**config.mk**
```make
export PLATFORM = sky130hd
export DESIGN_NAME = mem_writer_flat
export DESIGN_NICKNAME = d
export VERILOG_FILES = /design/src/rtl/mem_writer_if.sv /design/src/rtl/mem_writer.sv /design/src/flat_wrapper.sv
export SDC_FILE = /design/constraint.sdc
export NUM_CORES = 1
export LEC_CHECK = 0
export ABC_AREA = 1
export BUFFER_PORTS_ARGS = -buffer_cell sky130_fd_sc_hd__clkbuf_2
export CORE_MARGIN = 4
export CORE_UTILIZATION = 56
export DETAILED_ROUTE_END_ITERATION = 16
export PLACE_DENSITY = 0.82
export RECOVER_POWER = 100
export SYNTH_ARGS = -nofsm -noshare
export SYNTH_HDL_FRONTEND = slang
export SYNTH_SLANG_ARGS = --single-unit
```
**constraint.sdc**
```tcl
create_clock -name clk -period 2.4 [get_ports clk]
set_input_delay 0.12 -clock clk [delete_from_list [all_inputs] [get_ports clk]]
set_output_delay 0.12 -clock clk [all_outputs]
set_load 0.01 [all_outputs]
```
**src/rtl/mem_writer_if.sv**
```systemverilog
// Request/RAM-write bundle for mem_writer: operand request in, RAM write port
// and status out. The requester uses the master modport; the writer uses slave.
interface mem_writer_if #(
    parameter int ABITS  = 8,
    parameter int DBITS  = 16,
    parameter int BITLEN = 64
);
    logic              start;
    logic [ABITS-1:0]  base_addr;
    logic [BITLEN-1:0] in;
    logic              wr_en;
    logic [ABITS-1:0]  wr_addr;
    logic [DBITS-1:0]  wr_data;
    logic              busy;
    logic              done;

    modport master (
        output start, base_addr, in,
        input  wr_en, wr_addr, wr_data, busy, done
    );

    modport slave (
        input  start, base_addr, in,
        output wr_en, wr_addr, wr_data, busy, done
    );
endinterface

```
**src/rtl/mem_writer.sv**
```systemverilog
// Sequential RAM write port: splits a BITLEN operand into DBITS words written
// to consecutive addresses. Define MEM_WRITER_MSW_FIRST_EN to write MSW first.
module mem_writer #(
    parameter int ABITS  = 8,
    parameter int DBITS  = 16,
    parameter int BITLEN = 64
) (
    input  logic         clk,
    input  logic         rst_n,
    mem_writer_if.slave  bus
);
    localparam int WORDS = BITLEN / DBITS;
    localparam int CW    = (WORDS > 1) ? $clog2(WORDS) : 1;
    localparam logic [CW-1:0] LAST_WORD = CW'(WORDS - 1);

    typedef enum logic [1:0] {
        ST_IDLE  = 2'd0,
        ST_WRITE = 2'd1,
        ST_DONE  = 2'd2
    } state_e;

    state_e            state_q, state_d;
    logic [BITLEN-1:0] sreg_q, sreg_d;
    logic [ABITS-1:0]  addr_q, addr_d;
    logic [CW-1:0]     cnt_q, cnt_d;
    logic              wr_en_q, wr_en_d;
    logic [ABITS-1:0]  wr_addr_q, wr_addr_d;
    logic [DBITS-1:0]  wr_data_q, wr_data_d;
    logic              busy_q, busy_d;
    logic              done_q, done_d;
    logic [DBITS-1:0]  chunk_s;
    logic [BITLEN-1:0] sreg_next_s;

    // Select the outgoing word and the shifted remainder for the configured order
    always_comb begin
`ifdef MEM_WRITER_MSW_FIRST_EN
        chunk_s     = sreg_q[BITLEN-1 -: DBITS];
        sreg_next_s = sreg_q << DBITS;
`else
        chunk_s     = sreg_q[DBITS-1:0];
        sreg_next_s = sreg_q >> DBITS;
`endif
    end

    // Next-state and registered-output computation
    always_comb begin
        state_d   = state_q;
        sreg_d    = sreg_q;
        addr_d    = addr_q;
        cnt_d     = cnt_q;
        wr_en_d   = 1'b0;
        wr_addr_d = wr_addr_q;
        wr_data_d = wr_data_q;
        busy_d    = 1'b0;
        done_d    = 1'b0;
        case (state_q)
            ST_IDLE: begin
                if (bus.start) begin
                    state_d = ST_WRITE;
                    sreg_d  = bus.in;
                    addr_d  = bus.base_addr;
                    cnt_d   = {CW{1'b0}};
                end else begin
                    state_d = ST_IDLE;
                end
            end
            ST_WRITE: begin
                busy_d    = 1'b1;
                wr_en_d   = 1'b1;
                wr_addr_d = addr_q;
                wr_data_d = chunk_s;
                // Address wraps naturally modulo 2^ABITS
                addr_d    = addr_q + ABITS'(1);
                sreg_d    = sreg_next_s;
                cnt_d     = cnt_q + CW'(1);
                if (cnt_q == LAST_WORD) begin
                    state_d = ST_DONE;
                end else begin
                    state_d = ST_WRITE;
                end
            end
            ST_DONE: begin
                busy_d  = 1'b1;
                done_d  = 1'b1;
                state_d = ST_IDLE;
            end
            default: begin
                state_d = ST_IDLE;
            end
        endcase
    end

    // State and output registers
    always_ff @(posedge clk or negedge rst_n) begin
        if (!rst_n) begin
            state_q   <= ST_IDLE;
            sreg_q    <= {BITLEN{1'b0}};
            addr_q    <= {ABITS{1'b0}};
            cnt_q     <= {CW{1'b0}};
            wr_en_q   <= 1'b0;
            wr_addr_q <= {ABITS{1'b0}};
            wr_data_q <= {DBITS{1'b0}};
            busy_q    <= 1'b0;
            done_q    <= 1'b0;
        end else begin
            state_q   <= state_d;
            sreg_q    <= sreg_d;
            addr_q    <= addr_d;
            cnt_q     <= cnt_d;
            wr_en_q   <= wr_en_d;
            wr_addr_q <= wr_addr_d;
            wr_data_q <= wr_data_d;
            busy_q    <= busy_d;
            done_q    <= done_d;
        end
    end

    assign bus.wr_en   = wr_en_q;
    assign bus.wr_addr = wr_addr_q;
    assign bus.wr_data = wr_data_q;
    assign bus.busy    = busy_q;
    assign bus.done    = done_q;
endmodule
```
**src/flat_wrapper.sv**
```systemverilog
// flat-port wrapper written by rule: the top's interface ports become plain ports
module mem_writer_flat 
#(
    parameter int ABITS  = 8,
    parameter int DBITS  = 16,
    parameter int BITLEN = 64
)
  (clk, rst_n, bus_start, bus_base_addr, bus_in, bus_wr_en, bus_wr_addr, bus_wr_data, bus_busy, bus_done);
  mem_writer_if #(.ABITS(ABITS), .DBITS(DBITS), .BITLEN(BITLEN)) bus_i ();
  input  logic clk;
  input  logic rst_n;
  input wire logic [$bits(bus_i.start)-1:0] bus_start;
  input wire logic [$bits(bus_i.base_addr)-1:0] bus_base_addr;
  input wire logic [$bits(bus_i.in)-1:0] bus_in;
  output wire logic [$bits(bus_i.wr_en)-1:0] bus_wr_en;
  output wire logic [$bits(bus_i.wr_addr)-1:0] bus_wr_addr;
  output wire logic [$bits(bus_i.wr_data)-1:0] bus_wr_data;
  output wire logic [$bits(bus_i.busy)-1:0] bus_busy;
  output wire logic [$bits(bus_i.done)-1:0] bus_done;
  assign bus_i.start = bus_start;
  assign bus_i.base_addr = bus_base_addr;
  assign bus_i.in = bus_in;
  assign bus_wr_en = bus_i.wr_en;
  assign bus_wr_addr = bus_i.wr_addr;
  assign bus_wr_data = bus_i.wr_data;
  assign bus_busy = bus_i.busy;
  assign bus_done = bus_i.done;
  mem_writer #(.ABITS(ABITS), .DBITS(DBITS), .BITLEN(BITLEN)) u_core (.clk(clk), .rst_n(rst_n), .bus(bus_i));
endmodule
```
==> results of run 1 <==
## registers in the layout (all words and copies together), names as in the netlist
name                flops
u_core.state_q          2
u_core.bus.done         1
u_core.bus.busy         1
u_core.sreg_q          64
u_core.addr_q           8
u_core.bus.wr_data     16
u_core.bus.wr_addr      8
u_core.cnt_q            2
u_core.bus.wr_en        1
## area by class of cell
type                       instances  share of cell area
timing repair buffer             138               0.156
tap                              102              0.0234
clock inverter                     7              0.0149
inverter                          13             0.00893
sequential                       103               0.472
clock buffer                       9              0.0227
multi-input combinational        376               0.302
## routing by layer
layer | vias up | track usage | wire, um | part of all wire
li1 | 1930 | - | - | -
met1 | 1802 | 0.316 | 4630 | 0.46
met2 | 135 | 0.332 | 4520 | 0.45
met3 | 20 | 0.0389 | 653 | 0.065
met4 | 0 | 0.0821 | 215 | 0.021
met5 | - | 0 | 0 | 0
## stage by stage
step	power (mW)	utilization	cell area, um^2
3_3_place_gp	6.29	0.645	4990
6_report	7.54	0.707	5460
4_1_cts	7.62	0.712	5500
2_1_floorplan	5.61	-	4440
3_5_place_dp	6.48	0.645	4990
5_1_grt	8.20	0.707	5460
## kinds of logic after synthesis
| family | count (synthesis) |
|---|---|
| and+or+nand+nor | 303 |
| DFF | 103 |
| AOI/OAI and AO/OA | 68 |
| buffers and inverters | 47 |
| adders and majority gates | 5 |
## power groups by stage
stage                     Combinational, mW  Clock [mW]  Sequential [mW]
after CTS                              3.44        1.12             3.06
final                                  3.36        1.11             3.07
after global routing                   3.85        1.19             3.16
after global placement                 3.23           0             3.06
after floorplan                        2.51           0             3.10
after detailed placement               3.39           0             3.09
## critical path: stages, from the launching register on
cell     delay (ps)
dfrtp_1         360
inv_1            70
ha_1            250
o21ai_4         520
inv_1           470
nor2_1          180
nand2_1          70
nand2_1          50
## how the worst max path moves through the flow
| stage | depth (start not counted) | to |
|---|---|---|
| after detailed placement | 6 | u_core.sreg_q[16]$_DFFE_PN0P_ |
| after global routing | 7 | u_core.cnt_q[0]$_DFFE_PN0P_ |
| after CTS | 6 | u_core.sreg_q[16]$_DFFE_PN0P_ |
| after global placement | 6 | u_core.sreg_q[11]$_DFFE_PN0P_ |
| after floorplan | 7 | u_core.sreg_q[31]$_DFFE_PN0P_ |
| final | 7 | u_core.addr_q[6]$_DFFE_PN0P_ |
## layout by cell type, fill, tap and decap left out, drive strengths merged
| master | netlist | routed |
|---|---|---|
| nand2 | 224 | 224 |
| ha | 5 | 5 |
| nand3 | 23 | 23 |
| dlygate4sd3 | 0 | 31 |
| or2 | 1 | 1 |
| dfrtp | 103 | 103 |
| clkinv | 0 | 2 |
| a21boi | 1 | 1 |
| o21bai | 1 | 1 |
| bufinv | 0 | 1 |
| nor2 | 55 | 55 |
| inv | 13 | 15 |
| a31oi | 49 | 49 |
| clkbuf | 13 | 111 |
| o22ai | 3 | 3 |
| a21oi | 5 | 5 |
| buf | 21 | 5 |
| clkinvlp | 0 | 2 |
| o21ai | 9 | 9 |
## what timing repair did
item                                    in CTS  in global routing
buffers inserted                             0                  0
endpoints found under the hold margin       80                  0
hold buffers                                31                  0
endpoints found under the setup margin       0                  0
==> summary.txt, run 1 <==
largest net degree at the start of global routing = 95
Mean Syn Cell Area = 8.43 um^2
layout cell share with drive strength beyond 1 = 0.153
final setup violation count = 0
Gate power share = 0.446
crit path from = u_core.state_q[0]$_DFF_PN0_
Via density = 5.20
# fillers = 614
Pleak = 2.75 nW
most common cell in the netlist = nand2_1
Worst Hold Launch = bus_in[52]
final antenna diode count = 0
clock-pin slew on the worst setup and hold paths = 100 ps
Compound-Gate Fraction of Synth Area = 0.0925
first-pass GRT wire length = 16.9 mm
GR Overflow Total = 0
GRT Util Overall = 0.219
r2r endpoint = u_core.addr_q[6]$_DFFE_PN0P_
CTS HTree Levels = 3
Hold WC Path Type = input pin to flop
total of max-cap violations = 0
placed cell count = 701
Rel. slew slack = 0.161
clk_lat worst skew = 360 ps
hold path depth = 3
Max clock buf depth = 2
measured slew at the worst slew-check pin = 1260 ps
skew final = 12.7 ps
crit-path max FO = 23
min Tclk post-route = 2040 ps
initial drt markers = 239
FFs w/ async S/R, synth = 1.00
die area = 9410 um^2
RePlAce Congestion = 0.868
Synth Area in Adders = 0.0141
die width = 97.0 um
Switch Pwr = 3.28 mW
worst hold slack = 8.51 ps
endpoints failing hold = 0
post-synthesis sequential area ratio = 0.581
P_int = 4.26 mW
Num Clock Sinks = 103
# DRC = 0
Clk pwr share = 0.147
Post-CTS Resized = 0
Syn Nets = 606
ANT nets after route = 0
WS Path Type = flop to flop
Wirelength per Cell = 13.4 um
Critical Path Source Type = flop
number of distinct library cells after synthesis = 19
Initial Utilization = 0.574
post-synthesis mux area share = 0
Slew Limit Fails = 0
Peak VDD IR = 0.655 mV
status = complete, no violations
#FFs+latches synth = 103
Synth Area in Simple Gates = 0.263
DR vias = 3887
I/O Pins = 102
row count = 32
Post-synth EDFFs = 0
final WL = 10.0 mm
xor/xnor share of the synthesized area = 0
FF+latch area = 2580 um^2
Layout area overhead = 23.2%
Cell Area, Synth = 4440 um^2
Period Utilization, post-route = 0.850
Reg-to-Reg Start = u_core.state_q[0]$_DFF_PN0_
Hold EP = u_core.sreg_q[52]$_DFFE_PN0P_
pwr dens = 1380 nW/um^2
Critical Path AT = 2340 ps
list of most frequent post-synthesis cells = nand2_1 (224), dfrtp_1 (103), nor2_1 (55)
DP HPWL = 6.63 mm
Worst setup EP type = flop
final setup TNS = 0 ps
Worst Path Required = 2700 ps
vias in the first global route = 3637
RSZ-0062 raised after global routing = no
CTS Buf Count = 9
non-filler instance count after layout = 748
DIE HEIGHT = 97.0 um
synth warn = 0
clock root cell = clkbuf_8
final net count = 721
1st-pass router iterations = 4
multi-input logic area = 1650 um^2
Top FF cell, synth = dfrtp_1
cell accounting for the most synthesized area = dfrtp_1
dpl ws = 510 ps
Max Freq = 0.490 GHz
cells after synthesis = 526
largest family of logic cells by synthesized area = simple AND/OR/NAND/NOR gates
Synth top area share = 0.581
TritonCTS clock tree = yes
reg-to-reg slack, setup = 360 ps
port bufs = 101
Reg power frac = 0.407
initial antenna violation count = 0
FF-to-FF path depth = 7
top cells by area, synth = dfrtp_1 (58%), nand2_1 (19%), a31oi_1 (6.9%), nor2_1 (4.7%), nand3_1 (2.6%)
Sw Ratio = 0.435
Final Worst Setup Slack = 359 ps
Core ar. = 7730 um^2
Power figures use the tool's default switching activity.
==> run 2, diff against run 1 <==
Settings changed: CORE_UTILIZATION 56 to 50, CTS_CLUSTER_SIZE set to 20, PLACE_DENSITY 0.82 to 0.75.
==> summary.txt, run 2 (synthesis results as in run 1) <==
status = complete, no violations
FF+latch area = 2580 um^2
GR Overflow Total = 0
Worst Path Required = 2670 ps
most common cell after layout, fill and taps aside = nand2_1
max reg flops = 64
Critical Path Source Type = flop
DP HPWL = 6.66 mm
TritonCTS clock tree = yes
Reg power frac = 0.408
RSZ-0062 raised after global routing = no
# fillers = 782
I/O Pins = 102
GRT Util Overall = 0.192
Final Instance Area = 5400 um^2
Peak VDD IR = 0.721 mV
Setup Fix Bufs, Post-CTS = 0
# DRC = 0
Critical Path AT = 2340 ps
port bufs = 101
clock-pin slew on the worst setup and hold paths = 100 ps
ANT nets after route = 0
Biggest register = u_core.sreg_q
row count = 34
multi-input logic area = 1650 um^2
Post-DP Area = 4970 um^2
clock root cell = clkbuf_8
DR vias = 3736
CTS HTree Levels = 3
Worst setup EP type = flop
worst hold slack = 15.2 ps
vias in the first global route = 3353
final WL = 9.79 mm
RePlAce Congestion = 0.876
1st-pass router iterations = 4
crit-path max FO = 79
WS Path Type = flop to flop
measured slew at the worst slew-check pin = 1470 ps
clk_lat worst skew = 360 ps
Wirelength per Cell = 13.1 um
die width = 102 um
Clk pwr share = 0.155
dpl ws = 369 ps
met2 WL = 4.32 mm
Final Worst Setup Slack = 324 ps
total of max-cap violations = 0
Rel. slew slack = 0.0178
Core ar. = 8680 um^2
met3 WL = 621 um
first-pass GRT wire length = 15.9 mm
most frequent cells in the layout = nand2_1 (224), dfrtp_1 (103), clkbuf_2 (76)
Gate power share = 0.437
final net count = 715
pwr dens = 1390 nW/um^2
DIE HEIGHT = 102 um
skew final = 14.2 ps
CTS Buf Count = 9
P_int = 4.33 mW
die area = 10400 um^2
Layout area overhead = 21.8%
largest net degree at the start of global routing = 95
final setup TNS = 0 ps
layout cell share with drive strength beyond 1 = 0.150
Period Utilization, post-route = 0.865
Slew Limit Fails = 0
endpoints failing hold = 0
Initial Utilization = 0.511
Pleak = 2.72 nW
Max clock buf depth = 2
Hold WC Path Type = input pin to flop
Max Freq = 0.482 GHz
M1 WL = 4.65 mm
highest routed layer = met4
Switch Pwr = 3.18 mW
min Tclk post-route = 2080 ps
final setup violation count = 0
Num Clock Sinks = 103
Sw Ratio = 0.424
initial drt markers = 172
initial antenna violation count = 0
Via density = 4.99
final antenna diode count = 0
run 2: cell types whose count changed in the layout (fill, tap and decap cells not counted), moves of 2 or more:
cell,delta
buf_4,-2
clkbuf_1,+2
clkbuf_2,+2
dlygate4sd3_1,-5
inv_8,-2
run 2: critical path: stages (launching register included):
cell,delay (ps)
dfrtp_1,400
inv_1,80
ha_1,160
inv_1,70
o21ai_4,630
buf_12,370
nor2_1,80
a31oi_1,160
run 2: worst paths after layout:
path / startpoint / to / slack [ps] / cells past startpoint
worst max-delay path: u_core.state_q[1]$_DFF_PN0_ / u_core.sreg_q[14]$_DFFE_PN0P_ / 320 / 7
worst min-delay path: bus_base_addr[1] / u_core.addr_q[1]$_DFFE_PN0P_ / 20 / 3
worst max register to register: u_core.state_q[1]$_DFF_PN0_ / u_core.sreg_q[14]$_DFFE_PN0P_ / 320 / 7
worst min register to register: u_core.sreg_q[2]$_DFFE_PN0P_ / u_core.bus.wr_data[2]$_DFFE_PN0N_ / 470 / 2
max in group asynchronous: rst_n / u_core.sreg_q[20]$_DFFE_PN0P_ / 450 / 3
min in group asynchronous: rst_n / u_core.bus.wr_en$_DFF_PN0_ / 650 / 2
run 2: layer usage:
metal	track usage	vias to the layer above
li1	-	1913
met1	0.284	1692
met2	0.286	114
met3	0.0300	17
met4	0.0777	0
met5	0	-
run 2: timing repair:
item	in CTS	in global routing
hold buffers	26	0
setup endpoints to repair	0	0
endpoints found under the hold margin	84	0
resized for setup	0	0
run 2: area by class of cell:
cell class | instances | area share
clock inverters | 5 | 0.0150
multi-input cells | 376 | 0.306
inverters | 13 | 0.00903
repair buffers | 132 | 0.144
flip-flops and latches | 103 | 0.477
clock buffers | 11 | 0.0243
well taps | 108 | 0.0250
run 2: stage by stage:
step	util	instances	total power, mW
after CTS	0.628	748	7.63
final	0.623	748	7.51
after global routing	0.623	748	8.20
after floorplan	-	526	5.61
after detailed placement	0.573	706	6.42
after global placement	0.573	706	6.30
run 2: power by group through the flow:
| stage | clock network (mW) | registers, mW | logic (mW) |
|---|---|---|---|
| after floorplan | 0 | 3.10 | 2.51 |
| after global placement | 0 | 3.06 | 3.24 |
| after detailed placement | 0 | 3.10 | 3.32 |
| after CTS | 1.19 | 3.06 | 3.38 |
| after global routing | 1.26 | 3.17 | 3.78 |
| final | 1.16 | 3.06 | 3.28 |
